File: src/rtl/matrix_pkg.sv
// Shared types and helpers for the sequential matrix add/subtract block.
// Element (i,j) of a flat-packed matrix has flat index k = i*DIM + j.
package matrix_pkg;

  localparam logic OP_ADD = 1'b0;
  localparam logic OP_SUB = 1'b1;

  typedef enum logic [1:0] {
    IDLE = 2'd0,
    RUN  = 2'd1,
    DONE = 2'd2
  } state_t;

  function automatic int ceil_div(input int num, input int den);
    return (num + den - 32'sd1) / den;
  endfunction

  // Bit offset of the element with flat index k.
  function automatic int elem_offset(input int k, input int data_w);
    return k * data_w;
  endfunction

endpackage

File: src/rtl/element_addsub.sv
// One combinational lane: signed A+B / A-B with overflow detect.
// Define MATRIX_SAT_EN to clamp overflowing results instead of wrapping.
module element_addsub
  import matrix_pkg::*;
#(
  parameter int DATA_W = 8
) (
  input  logic signed [DATA_W-1:0] a,
  input  logic signed [DATA_W-1:0] b,
  input  logic                     op,
  output logic        [DATA_W-1:0] res,
  output logic                     ovf
);

  logic signed [DATA_W:0] a_x_s;
  logic signed [DATA_W:0] b_x_s;
  logic signed [DATA_W:0] sum_s;

  assign a_x_s = {a[DATA_W-1], a};
  assign b_x_s = {b[DATA_W-1], b};

  // Widened arithmetic so the true result is always representable.
  always_comb begin
    sum_s = {(DATA_W+1){1'b0}};
    if (op == OP_SUB) begin
      sum_s = a_x_s - b_x_s;
    end else begin
      sum_s = a_x_s + b_x_s;
    end
  end

  assign ovf = sum_s[DATA_W] ^ sum_s[DATA_W-1];

`ifdef MATRIX_SAT_EN
  // Clamp toward the sign of the true result.
  always_comb begin
    res = sum_s[DATA_W-1:0];
    if (ovf) begin
      if (sum_s[DATA_W]) begin
        res = {1'b1, {(DATA_W-1){1'b0}}};
      end else begin
        res = {1'b0, {(DATA_W-1){1'b1}}};
      end
    end else begin
      res = sum_s[DATA_W-1:0];
    end
  end
`else
  assign res = sum_s[DATA_W-1:0];
`endif

endmodule

File: src/rtl/matrix_addsub_seq.sv
// Sequential element-wise matrix add/subtract, LANES elements per clock,
// start/busy/done handshake, sticky overflow. Saturation via MATRIX_SAT_EN.
module matrix_addsub_seq
  import matrix_pkg::*;
#(
  parameter int DATA_W = 8,
  parameter int DIM    = 5,
  parameter int LANES  = 1
) (
  input  logic                      clk,
  input  logic                      rst,
  input  logic                      start,
  input  logic                      op,
  input  logic [DIM*DIM*DATA_W-1:0] matrix_A,
  input  logic [DIM*DIM*DATA_W-1:0] matrix_B,
  output logic                      busy,
  output logic                      done,
  output logic [DIM*DIM*DATA_W-1:0] result_out,
  output logic                      overflow
);

  localparam int NELEM = DIM * DIM;
  localparam int NGRP  = ceil_div(NELEM, LANES);
  localparam int MAT_W = NELEM * DATA_W;
  localparam int IDX_W = $clog2(NELEM + LANES) + 1;

  localparam logic [IDX_W-1:0] NELEM_L = IDX_W'(NELEM);
  localparam logic [IDX_W-1:0] LAST_L  = IDX_W'((NGRP - 1) * LANES);
  localparam logic [IDX_W-1:0] STEP_L  = IDX_W'(LANES);

  state_t             state_r;
  logic [MAT_W-1:0]   a_r;
  logic [MAT_W-1:0]   b_r;
  logic [MAT_W-1:0]   result_r;
  logic               op_r;
  logic [IDX_W-1:0]   idx_r;
  logic               ovf_r;
  logic               busy_r;
  logic               done_r;

  logic [IDX_W-1:0]   lane_idx_s [LANES];
  logic [DATA_W-1:0]  lane_res_s [LANES];
  logic [LANES-1:0]   lane_ok_s;
  logic [LANES-1:0]   lane_ovf_s;
  logic               any_ovf_s;

  for (genvar l = 0; l < LANES; l++) begin : g_lane
    logic [IDX_W-1:0] sel_s;

    assign lane_idx_s[l] = idx_r + IDX_W'(l);
    assign lane_ok_s[l]  = lane_idx_s[l] < NELEM_L;
    // Masked lanes read element 0 so the select never leaves the operand.
    assign sel_s         = lane_ok_s[l] ? lane_idx_s[l] : {IDX_W{1'b0}};

    element_addsub #(.DATA_W(DATA_W)) u_elem (
      .a   (a_r[elem_offset(int'(sel_s), DATA_W) +: DATA_W]),
      .b   (b_r[elem_offset(int'(sel_s), DATA_W) +: DATA_W]),
      .op  (op_r),
      .res (lane_res_s[l]),
      .ovf (lane_ovf_s[l])
    );
  end

  assign any_ovf_s = |(lane_ok_s & lane_ovf_s);

  // Control FSM with operand latch, result write-back and registered outputs.
  always_ff @(posedge clk) begin
    if (rst) begin
      state_r  <= IDLE;
      a_r      <= {MAT_W{1'b0}};
      b_r      <= {MAT_W{1'b0}};
      op_r     <= 1'b0;
      idx_r    <= {IDX_W{1'b0}};
      result_r <= {MAT_W{1'b0}};
      ovf_r    <= 1'b0;
      busy_r   <= 1'b0;
      done_r   <= 1'b0;
    end else begin
      case (state_r)
        IDLE: begin
          done_r <= 1'b0;
          if (start) begin
            a_r      <= matrix_A;
            b_r      <= matrix_B;
            op_r     <= op;
            idx_r    <= {IDX_W{1'b0}};
            result_r <= {MAT_W{1'b0}};
            ovf_r    <= 1'b0;
            busy_r   <= 1'b1;
            state_r  <= RUN;
          end else begin
            busy_r <= 1'b0;
          end
        end
        RUN: begin
          for (int l = 0; l < LANES; l++) begin
            if (lane_ok_s[l]) begin
              result_r[elem_offset(int'(lane_idx_s[l]), DATA_W) +: DATA_W] <= lane_res_s[l];
            end
          end
          ovf_r <= ovf_r | any_ovf_s;
          idx_r <= idx_r + STEP_L;
          if (idx_r == LAST_L) begin
            done_r  <= 1'b1;
            state_r <= DONE;
          end else begin
            done_r <= 1'b0;
          end
        end
        DONE: begin
          done_r  <= 1'b0;
          busy_r  <= 1'b0;
          state_r <= IDLE;
        end
        default: begin
          done_r  <= 1'b0;
          busy_r  <= 1'b0;
          state_r <= IDLE;
        end
      endcase
    end
  end

  assign busy       = busy_r;
  assign done       = done_r;
  assign result_out = result_r;
  assign overflow   = ovf_r;

endmodule

File: config.mk
export PLATFORM = sky130hd
export DESIGN_NAME = matrix_addsub_seq
export DESIGN_NICKNAME = d
export VERILOG_FILES = /design/src/rtl/matrix_pkg.sv /design/src/rtl/element_addsub.sv /design/src/rtl/matrix_addsub_seq.sv
export SDC_FILE = /design/constraint.sdc
export NUM_CORES = 2
export LEC_CHECK = 0
export CORE_ASPECT_RATIO = 0.9
export CORE_MARGIN = 1
export CORE_UTILIZATION = 45
export DETAILED_ROUTE_END_ITERATION = 12
export MAX_ROUTING_LAYER = met4
export PLACE_DENSITY = 0.8
export SLEW_MARGIN = 20
export SYNTH_ARGS = -nofsm -noshare
export SYNTH_HDL_FRONTEND = slang
export SYNTH_HIERARCHICAL = 1
export SYNTH_SLANG_ARGS = --single-unit
File: constraint.sdc
create_clock -name clk -period 5.5 [get_ports clk]
set_input_delay 1.1 -clock clk [delete_from_list [all_inputs] [get_ports clk]]
set_output_delay 1.1 -clock clk [all_outputs]
set_load 0.05 [all_outputs]
==> results.md <==
Floorplanning:
- The placeable core region is 57600 um2.
- The die area is 59800 um2.
- For this configuration, the core starts out at a cell density of 0.459.
- The number of top-level pins is 607.
- In this run the horizontal extent of the chip is 258 um.
- Row generation in the floorplan step produced 83 rows.
- The height of the die is 232 um.

Synthesis:
- The number of enable flip-flop cells after synthesis is 0.
- The mean cell area of the mapped netlist is 7.74 um2.
- The share of the synthesized area in the top cell type is 0.463.
- The number of nets in the synthesized netlist is 3840.
- Yosys attributes the largest share of cell area to sky130_fd_sc_hd__dfxtp_1, sky130_fd_sc_hd__nand2_1, sky130_fd_sc_hd__a21oi_1, sky130_fd_sc_hd__mux2i_1, sky130_fd_sc_hd__clkbuf_1.
- Summing every instance area after synthesis gives 26500 um2.
- For this run, asynchronously set or reset flops after synthesis account for 0.
- The number of cells produced by synthesis is 3422.
- The synthesized flop and latch total is 612.
- The number of warnings printed during yosys synthesis is 6.
- The sequential share of the synthesized area is 0.463.
- The largest total area in the synthesized netlist belongs to sky130_fd_sc_hd__dfxtp_1.
- The most instantiated flip-flop cell in the synthesis netlist is sky130_fd_sc_hd__dfxtp_1.
- In this run, distinct cell masters in the synthesized netlist total 77.

Placement:
- The number of I/O port buffers is 606.
- At the end of routability-driven placement, the weighted congestion stood at 0.974.
- The placed wire-length estimate after detailed placement is 75.3 mm.
- The worst slack at placement is 212 ps.

Global routing:
- The number of global-route vias before repair is 25100.
- In the global route stage, overall resource usage came out at 0.348.
- The first global-routing pass estimated 156 mm of wire.
- The number of antenna violations at the first check in global routing is 26.
- The total overflow left after global routing is 0.
- Entering global routing, the biggest net connects 240 pins.

CTS:
- TritonCTS built the clock tree.
- The depth of the CTS H-tree is 2.
- The maximum count of clock buffers along a single path is 3.
- For this design, the CTS-stage hold fixing added 0 buffers.
- The CTS clock-pin slew for the worst setup and hold paths is 70 ps.
- Counting the buffers created by CTS gives 61.
- Clock latency on the worst-skew pair, taken at its later pin, is 640 ps.
- CTS placed an instance of sky130_fd_sc_hd__clkbuf_16 at the clock tree root.
- CTS saw 612 sinks.

STA:
- The minimum clock period is 5280 ps.
- The setup clock skew after layout is 28.7 ps.
- Summed over all failing endpoints, the final setup total negative slack is 0 ps.
- The worst pin sits at a relative slew slack of 0.171.
- The maximum achievable frequency is 0.189 GHz.
- Setup repair after global routing left no endpoint under its margin.
- Setup violations remaining at the end of the flow were counted as 0.
- For the pin with the worst max-slew slack, the measured transition is 1240 ps.
- The max-slew violation count was 0.
- The worst-case setup margin in the final layout is 217 ps.
- The final critical-path share of the clock period is 0.961.
- The number of endpoints with negative hold slack in the final report is 0.

Power:
- The relative contribution of sequential cells to total power is 0.421.
- The static leakage is 12.5 nW.
- Of the total power, the clock network draws 0.411.
- The worst-case IR drop observed on VDD is 0.294 mV.
- The power density relative to cell area is 316 nW/um2.
- The switching power is 3.13 mW.
- The switching fraction of total power is 0.278.
- The design internal power is 8.14 mW.
- The portion of total power attributed to combinational logic is 0.169.

Cells and area:
- For this run, the share of the core covered by cells in the final layout is 0.618.
- The sequential cell area in the final layout is 12300 um2.
- The relative area change from synthesis to final layout is 34.5%.
- Leaving out fill and tap cells, the most frequent cell in the layout is sky130_fd_sc_hd__nand2_1.
- The layout filler cell count is 5098.
- At the end of the flow, the number of nets in the layout was 4322.
- Summing all multi-input logic gate instances after layout gives 13300 um2.
- In the layout the commonest cells are sky130_fd_sc_hd__nand2_1, sky130_fd_sc_hd__dfxtp_1, sky130_fd_sc_hd__clkdlybuf4s50_1.
- In the final layout, the share of cells above drive strength 1 is 0.0691.

Routing:
- The aggregate routed wire length is 105 mm.
- After detailed routing, the number of remaining DRC violations is 0.
- The count of vias placed by the detailed router is 27600.
- The pre-antenna-repair detailed-routing pass consisted of 6 iterations.
- The number of nets still failing antenna checks after routing is 0.
- The starting DRC count in detailed routing is 3505.
- After detailed routing, the average wire length per cell comes to 22.1 um.
- After detailed routing, the number of vias per cell comes to 5.81.

Critical path:
- STA puts the critical path data arrival time at 5830 ps.
- Of all nets on the critical path, the largest fanout is 44.
- The category of the most critical setup path is reg -> reg.
- The critical path starts at idx_r[1].
- For the worst setup path, the data required time is 6040 ps.
- The startpoint identified for the worst register-to-register timing path is idx_r[1].
- The type of element capturing the critical path is a flip-flop.
- The worst setup path is launched from a flip-flop.

Worst hold path:
- The path class of the tightest hold or removal check is reg -> reg.
- The worst hold path begins at a_r[114].

Job:
- The number of max-cap violations is 0.

Outcome:
- The flow ran to the end, and the final reports show no timing, DRC or antenna violations.
==> metrics by stage <==
stage | power, mW | hold WS (ps) | instances | cell area [um2]
after detailed placement | 6.67 | 442 | 4600 | 33200
after CTS | 11.2 | 451 | 4711 | 35400
after global placement | 6.65 | 436 | 4600 | 33200
after floorplan | 5.78 | 432 | 3422 | 26500
final | 11.3 | 451 | 4745 | 35600
after global routing | 11.6 | 466 | 4744 | 35600
==> critical path: stages (launching register included) <==
cell	delay [ps]
sky130_fd_sc_hd__dfxtp_1	340
sky130_fd_sc_hd__inv_1	90
sky130_fd_sc_hd__ha_1	210
sky130_fd_sc_hd__nor2b_1	130
sky130_fd_sc_hd__buf_4	170
sky130_fd_sc_hd__o21ai_4	240
sky130_fd_sc_hd__buf_12	270
sky130_fd_sc_hd__a21oi_1	80
sky130_fd_sc_hd__nor4_1	610
sky130_fd_sc_hd__o31ai_1	260
sky130_fd_sc_hd__inv_1	100
sky130_fd_sc_hd__ha_1	150
sky130_fd_sc_hd__nor2b_1	260
sky130_fd_sc_hd__a21oi_1	120
sky130_fd_sc_hd__xnor2_1	140
sky130_fd_sc_hd__ha_1	340
sky130_fd_sc_hd__o21ai_0	100
sky130_fd_sc_hd__nor2_1	240
sky130_fd_sc_hd__o21a_1	160
sky130_fd_sc_hd__nor2_1	60
sky130_fd_sc_hd__xnor2_2	200
sky130_fd_sc_hd__inv_1	110
sky130_fd_sc_hd__nor2_1	360
sky130_fd_sc_hd__nand2_1	140
sky130_fd_sc_hd__o31ai_1	270
==> power by group through the flow <==
| stage | Sequential, mW | Clock [mW] | Combinational [mW] |
|---|---|---|---|
| 6_report | 4.74 | 4.63 | 1.90 |
| 5_1_grt | 4.76 | 4.83 | 2.02 |
| 4_1_cts | 4.74 | 4.64 | 1.85 |
| 3_5_place_dp | 4.84 | 0 | 1.84 |
| 3_3_place_gp | 4.83 | 0 | 1.82 |
| 2_1_floorplan | 4.79 | 0 | 0.987 |
==> Yosys cell counts, drive strengths merged, types with 16 or more instances <==
master	count
nor3	33
buf	47
nand4	19
nand3b	52
mux2	46
mux2i	88
dfxtp	612
nand3	142
a311oi	23
o31ai	21
a21oi	506
o21ai	141
o22ai	27
clkbuf	219
a22o	16
a31oi	32
nand2	1085
nor2b	19
nor2	87
nand2b	26
==> layout make-up <==
| type | count | area share |
|---|---|---|
| well taps | 765 | 0.0269 |
| flip-flops and latches | 612 | 0.344 |
| inverters | 14 | 0.00148 |
| repair buffers | 685 | 0.191 |
| clock inverters | 27 | 0.0126 |
| diodes | 28 | 0.00197 |
| multi-input cells | 2530 | 0.373 |
| clock buffers | 84 | 0.0496 |
==> state kept, by name, summed over array words and instances (netlist names) <==
register,count
a_r,200
b_r,200
result_out,200
idx_r,6
state_r,2
busy,1
done,1
op_r,1
overflow,1
==> worst paths after layout <==
| check | endpoint | slack, ps | cells past startpoint |
|---|---|---|---|
| worst min register to register | a_r[114] | 450 | 2 |
| worst min-delay path | a_r[114] | 450 | 2 |
| worst max register to register | result_out[38] | 220 | 24 |
| worst max-delay path | result_out[38] | 220 | 24 |
==> cell families after synthesis <==
| logic type | count (synthesis) | synth area share |
|---|---|---|
| buf+inv | 280 | 0.0417 |
| compound gates | 865 | 0.189 |
| simple gates | 1499 | 0.241 |
| flops | 612 | 0.463 |
| fa+ha+maj | 14 | 0.00690 |
| xor+xnor | 18 | 0.00624 |
| mux | 134 | 0.0528 |
==> routing by layer <==
metal	GRT usage	routed length [um]	vias up
li1	-	-	12700
met1	0.453	43500	13100
met2	0.537	48400	1533
met3	0.0536	8900	236
met4	0.144	4130	0
met5	-	0	-
==> what timing repair did <==
| item | in CTS | in global routing |
|---|---|---|
| endpoints found under the setup margin | 0 | 45 |
| buffers inserted | 0 | 6 |
| resized for setup | 0 | 5 |
Power figures use the tool's default switching activity.
